[src/rtl/pipe_reg_chain_pkg.sv]
// Shared constants and helpers for the elastic pipeline register chain.
// Sizes the occupancy counter and fixes the default processor word width.
package pipe_pkg;

    localparam int DEFAULT_WIDTH = 32;

    // Bits needed to hold an occupancy of 0..depth inclusive.
    function automatic int cnt_w(input int depth);
        return $clog2(depth + 1);
    endfunction

endpackage

[src/rtl/pipe_reg_chain_stage.sv]
// One elastic register stage: a valid bit plus a data word.
// It accepts whenever it is empty or its own word leaves this cycle.
module pipe_stage
    import pipe_pkg::*;
#(
    parameter int               WIDTH     = DEFAULT_WIDTH,
    parameter logic [WIDTH-1:0] RESET_VAL = '0
) (
    input  logic             clk,
    input  logic             reset,
    input  logic             flush,
    input  logic             up_valid,
    input  logic [WIDTH-1:0] up_data,
    input  logic             dn_ready,
    output logic             v,
    output logic [WIDTH-1:0] d,
    output logic             rdy
);

    logic             v_q;
    logic             v_d;
    logic [WIDTH-1:0] d_q;
    logic [WIDTH-1:0] d_d;

    assign rdy = !v_q || dn_ready;

    // Flush only drops the valid bit; data keeps its value.
    // Bubbles move in without disturbing the held data.
    always_comb begin
        v_d = v_q;
        d_d = d_q;
        if (flush) begin
            v_d = 1'b0;
        end else if (rdy) begin
            v_d = up_valid;
            if (up_valid) begin
                d_d = up_data;
            end
        end
    end

    always_ff @(posedge clk or posedge reset) begin
        if (reset) begin
            v_q <= 1'b0;
            d_q <= RESET_VAL;
        end else begin
            v_q <= v_d;
            d_q <= d_d;
        end
    end

    assign v = v_q;
    assign d = d_q;

endmodule

[src/rtl/pipe_reg_chain.sv]
// DEPTH-deep elastic pipeline register with valid/ready backpressure,
// synchronous flush and a registered occupancy count.
module pipe_reg_chain
    import pipe_pkg::*;
#(
    parameter int               WIDTH     = DEFAULT_WIDTH,
    parameter int               DEPTH     = 2,
    parameter logic [WIDTH-1:0] RESET_VAL = '0
) (
    input  logic                      clk,
    input  logic                      reset,
    input  logic                      flush,
    input  logic                      in_valid,
    output logic                      in_ready,
    input  logic [WIDTH-1:0]          in_data,
    output logic                      out_valid,
    input  logic                      out_ready,
    output logic [WIDTH-1:0]          out_data,
    output logic [cnt_w(DEPTH)-1:0]   count
);

    localparam int CW = cnt_w(DEPTH);

    // Handshake: a word moves on an edge where valid and ready are both high.
    // Ready ripples combinationally from out_ready back to in_ready (no skid
    // buffer), and flush forces both in_ready and out_valid low.
    logic accept;
    logic emit;

    for (genvar i = 0; i < DEPTH; i++) begin : g_stage
        logic             up_valid;
        logic [WIDTH-1:0] up_data;
        logic             dn_ready;
        logic             v;
        logic [WIDTH-1:0] d;
        logic             rdy;

        if (i == 0) begin : g_head
            assign up_valid = accept;
            assign up_data  = in_data;
        end else begin : g_body
            assign up_valid = g_stage[i-1].v;
            assign up_data  = g_stage[i-1].d;
        end

        if (i == DEPTH - 1) begin : g_tail
            assign dn_ready = out_ready;
        end else begin : g_mid
            assign dn_ready = g_stage[i+1].rdy;
        end

        pipe_stage #(
            .WIDTH     (WIDTH),
            .RESET_VAL (RESET_VAL)
        ) u_stage (
            .clk      (clk),
            .reset    (reset),
            .flush    (flush),
            .up_valid (up_valid),
            .up_data  (up_data),
            .dn_ready (dn_ready),
            .v        (v),
            .d        (d),
            .rdy      (rdy)
        );
    end

    assign in_ready  = g_stage[0].rdy && !flush;
    assign accept    = in_valid && in_ready;
    assign out_valid = g_stage[DEPTH-1].v && !flush;
    assign out_data  = g_stage[DEPTH-1].d;
    assign emit      = out_valid && out_ready;

    logic [CW-1:0] count_q;
    logic [CW-1:0] count_d;

    always_comb begin
        count_d = count_q;
        if (flush) begin
            count_d = '0;
        end else begin
            count_d = count_q + CW'(accept) - CW'(emit);
        end
    end

    always_ff @(posedge clk or posedge reset) begin
        if (reset) begin
            count_q <= '0;
        end else begin
            count_q <= count_d;
        end
    end

    assign count = count_q;

endmodule

[config.mk]
export PLATFORM = sky130hd
export DESIGN_NAME = pipe_reg_chain
export DESIGN_NICKNAME = d
export VERILOG_FILES = /design/src/rtl/pipe_reg_chain_pkg.sv /design/src/rtl/pipe_reg_chain_stage.sv /design/src/rtl/pipe_reg_chain.sv
export SDC_FILE = /design/constraint.sdc
export NUM_CORES = 1
export LEC_CHECK = 0
export BUFFER_PORTS_ARGS = -buffer_cell sky130_fd_sc_hd__buf_2
export CELL_PAD_IN_SITES_DETAIL_PLACEMENT = 1
export CELL_PAD_IN_SITES_GLOBAL_PLACEMENT = 1
export CORE_MARGIN = 5
export CORE_UTILIZATION = 43
export CTS_BUF_LIST = sky130_fd_sc_hd__clkbuf_8 sky130_fd_sc_hd__clkbuf_16
export CTS_CLUSTER_DIAMETER = 30
export DETAILED_ROUTE_END_ITERATION = 7
export HOLD_SLACK_MARGIN = 0.15
export PLACE_DENSITY_LB_ADDON = 0.12
export SLEW_MARGIN = 25
export SYNTH_ARGS = -nofsm -noshare
export SYNTH_HDL_FRONTEND = slang
export SYNTH_SLANG_ARGS = --single-unit
[constraint.sdc]
create_clock -name clk -period 5.6 [get_ports clk]
set_input_delay 1.12 -clock clk [delete_from_list [all_inputs] [get_ports clk]]
set_output_delay 1.12 -clock clk [all_outputs]
set_load 0.1 [all_outputs]
Word-level counts from Yosys, hierarchy flattened
Cells that the tools add are included.
Storage, ports and cells
  input bits: 37
  memory bits (read-only): 0
  word-level logic and storage cells: 26
  memory bits (writable): 0
  memories kept: 0
  bits in latches: 0
  output and inout port bits: 36
  register bits: 68
Operators by class
  bitwise logic cells: 1
  div/mod/pow operators: 0
  mux-type cells: 5
  $lt $le $gt $ge: 0
  $add $sub $neg: 2
  reductions and logical operators: 13
  equality and inequality tests: 0
  multiply operators: 0
  shift operators: 0
Operator list (count)
  AND reduction 3 bit: 2
  logical AND 1 bit: 4
  two-way mux 1 bit: 4
  nonzero test 2 bit: 2
  logical NOT 1 bit: 3
  adder 2 x 1 -> 2 bit: 1
  logical OR 1 bit: 2
  two-way mux 2 bit: 1
  subtractor 2 x 1 -> 2 bit: 1
  inverter 1 bit: 1

Depth between registers and ports, before layout
  word-level depth: 8
  mapped depth: 10
  mapped depth without buffers: 8

Hierarchy
A second synthesis with hierarchy kept.
Unflattened totals
  cell total of the unflattened synthesis: 162
  area, all modules: 2678.8 um^2
Modules (own cells, without submodules)
  pipe_stage: area each 1267.5 um^2, instances 2, sequential area each 825.8 um^2, cells each 74
  pipe_reg_chain: area each 143.9 um^2, instances 1, sequential area each 50.0 um^2, cells each 14

Least setup slack after synthesis
Ideal clock, no wire load.
  path kind: input to output
  start point: input port out_ready
  end point: output port in_ready
  required time: 4.480 ns
  buffers on the path: 0
  path slack: 1.929 ns
  cell stages on the path: 2
  arrival time: 2.551 ns
  cell sequence: and3b_1 > nor2_1
On the way
  word-level cells in the longest chain between the ends: 3
RTL lines
  start: declaration: line pipe_reg_chain.sv:17  | input logic out_ready,
  logical OR 1 bit (2 in a row): line pipe_reg_chain_stage.sv:25  | assign rdy = !v_q || dn_ready;
  logical AND 1 bit: line pipe_reg_chain.sv:68  | assign in_ready = g_stage[0].rdy && !flush;
  end: declaration: line pipe_reg_chain.sv:14  | output logic in_ready,
No other way between the ends.

Worst setup path in the final report
Ends and elaborated chain as after synthesis.

==> impl_metrics.tcl <==
set metrics [dict create \
    drc 0 \
    post_drt_wl_per_cell_um 16.67 \
    antenna_cells 0 \
    status "finished, final reports clean" \
    cts-root-buf "clkbuf_8" \
    syn_avg_cell_area_um2 17.35 \
    area_growth_pct 22.91 \
    worstSkewPairLatency_ps 330 \
    combinationalPowerShare_pct 41.9 \
    grt_first_pass_wirelength_um 9121 \
    power_mw 1.918 \
    slew_violations 0 \
    cp-start-kind "input port" \
    vias 1531 \
    tns_ps 0 \
    maxCapViolCount 0 \
    antenna_found_initial 0 \
    power_density_nw_per_um2 569.3 \
    seqPwrFrac_pct 34.2 \
    die_w_um 89.85 \
    netlist-cell-type-count 18 \
    die_h_um 89.85 \
    postCtsHoldBufs 0 \
    final_area_um2 3369 \
    finalSetupViolCount 0 \
    cts_sinks 68 \
    postCtsResizedCells 0 \
    dr.pass1.iters 4 \
    p_switching_uw 867.7 \
    leakage_nw 1.724 \
    cts_tree "yes" \
    io_pins 73 \
    grt_pass1_vias 1834 \
    post_cts_buffers 0 \
    ys_warn_count 0 \
    ys_ff_latch 68 \
    clk_pin_slew_ps 70 \
    io_buffers 72 \
    worst_setup_path_end_kind "output pin" \
    antenna_left 0 \
    grt_overflow_total 0 \
    syn-cell-area_um2 2741 \
    numCtsBuffers 9 \
    htree_levels 3 \
    clockPowerShare_pct 23.9 \
    start_util_pct 43.67 \
    syn_nets 197 \
    intPower_mw 1.050 \
    min_path_type "reg -> reg" \
    core-area_um2 6277 \
    fin_worst_skew_ps 8.505 \
    hold_viol 0 \
    pre_cts_ws_ps 2324 \
    irDropWorstVdd_v 0.0002914 \
    dp_hpwl_um 3627 \
    period_share_pct 54.20 \
    drive_gt1_share_pct 64.88 \
    drt_iter0_markers 38 \
    critPathKind "in -> out" \
    wl_um 5319 \
    finalCriticalPeriod_ps 3035 \
    viasPerCell 4.799 \
    max_freq_ghz 0.3295 \
    crit_required_ps 4480 \
    gp_congestion 0.7541 \
    dieArea_um2 8072 \
    core.rowCount 29 \
    syn_inst 158 \
    grt_max_degree 69 \
    ys_seq_area_share_pct 62.07 \
    clk_path_buf_depth 2 \
    postPlaceCellArea_um2 3134 \
    grt_use_total_pct 14.18 \
    fin_nets 276 \
    setup_slack_ps 2565 \
    critPathMaxFanout 3 \
    rsz0062_at_grt "false" \
    max_slew_margin_pct 43.91 \
    worstMarginPinSlew_ps 841.3 \
    swShare_pct 45.24 \
    crit_arrival_ps 1920 \
]
==> cell families after synthesis <==
kind of cell               Yosys count  share of synthesized area [%]
AOI/OAI and AO/OA                    1                         0.1824
xor gates and xnor gates             2                         0.6391
adders and majority gates            2                         0.9127
buffers and inverters               10                          3.560
DFF                                 68                          62.07
muxes                               64                          30.26
and+or+nand+nor                     11                          2.374
==> metrics by stage <==
| step | hold slack (ps) | std cells | util (%) |
|---|---|---|---|
| finish | 503.3 | 319 | 53.68 |
| global route | 510.3 | 319 | 53.68 |
| floorplan | 475.0 | 158 | - |
| CTS | 504.0 | 319 | 53.68 |
| global placement | 482.2 | 303 | 49.93 |
| detailed placement | 488.2 | 303 | 49.93 |
==> area by class of cell <==
cell class	count	area [um2]
Fill cell	626	2908
Sequential cell	68	1702
Multi-Input combinational cell	80	942.2
Timing Repair Buffer	75	382.9
Clock buffer	12	165.2
Tap cell	77	96.34
Clock inverter	4	70.07
Inverter	3	11.26
==> state kept, by name, summed over array words and instances, names as in the netlist <==
| name | cells |
|---|---|
| g_stage.u_stage.d | 64 |
| count | 2 |
| g_stage.u_stage.v | 2 |
==> per-layer routing <==
layer / track usage [%] / routed length, um / part of all wire (%) / up-vias
met5: 0 / 0 / 0 / -
met4: 7.179 / 106 / 2.0 / 0
met3: 4.758 / 346 / 6.5 / 11
met2: 22.80 / 2679 / 50 / 44
met1: 16.87 / 2187 / 41 / 775
li1: - / - / - / 701
==> worst max-delay path, stage by stage <==
cell	delay, ps
buf_2	90
and3b_1	190
nor2_1	80
buf_2	430
==> power groups by stage <==
| stage | clock [mW] | combinational, mW | sequential (mW) |
|---|---|---|---|
| finish | 0.459 | 0.803 | 0.657 |
| global route | 0.494 | 0.830 | 0.671 |
| CTS | 0.474 | 0.811 | 0.659 |
| detailed placement | 0 | 0.810 | 0.667 |
| global placement | 0 | 0.799 | 0.656 |
| floorplan | 0 | 0.151 | 1.19 |
==> cells in the mapped netlist <==
library cell / instances / area [um2]
or3b_1: 1 / 8.760
and2_1: 1 / 6.260
nand2b_1: 1 / 6.260
xnor2_1: 1 / 8.760
a21oi_1: 1 / 5.000
xor2_1: 1 / 8.760
nor2_1: 4 / 15.01
buf_12: 3 / 60.06
mux2_2: 35 / 394.1
ha_1: 2 / 25.02
nor2b_1: 2 / 12.51
and3b_1: 1 / 8.760
buf_2: 3 / 15.01
dfrtp_1: 68 / 1702
inv_1: 3 / 11.26
nand3b_1: 1 / 7.510
buf_6: 1 / 11.26
mux2_4: 29 / 435.4
==> placed cells by master (no fill, tap or decap) <==
master     count
mux2_4        29
xnor2_1        1
inv_1          2
nor2_1         4
buf_4          3
ha_1           2
nand2b_1       1
dfrtp_1       68
clkinv_2       2
bufinv_16      2
nand3b_1       1
inv_2          1
xor2_1         1
buf_2         72
mux2_2        35
and2_1         1
a21oi_1        1
clkbuf_8      12
nor2b_1        2
and3b_1        1
or3b_2         1
==> path summary, 6_finish.rpt <==
| path | end | startpoint | slack (ps) | cells past startpoint |
|---|---|---|---|---|
| hold reg to reg | g_stage[1].u_stage.d[0] | g_stage[1].u_stage.d[0] | 500 | 1 |
| max in group asynchronous | g_stage[1].u_stage.d[8] | reset | 4010 | 3 |
| setup / recovery | in_ready | out_ready | 2560 | 4 |
| min in group asynchronous | g_stage[0].u_stage.d[23] | reset | 1050 | 3 |
| hold / removal | g_stage[1].u_stage.d[0] | g_stage[1].u_stage.d[0] | 500 | 1 |
| setup reg to reg | count[1] | g_stage[0].u_stage.v | 3190 | 9 |
(Power assumes the default switching activity.)
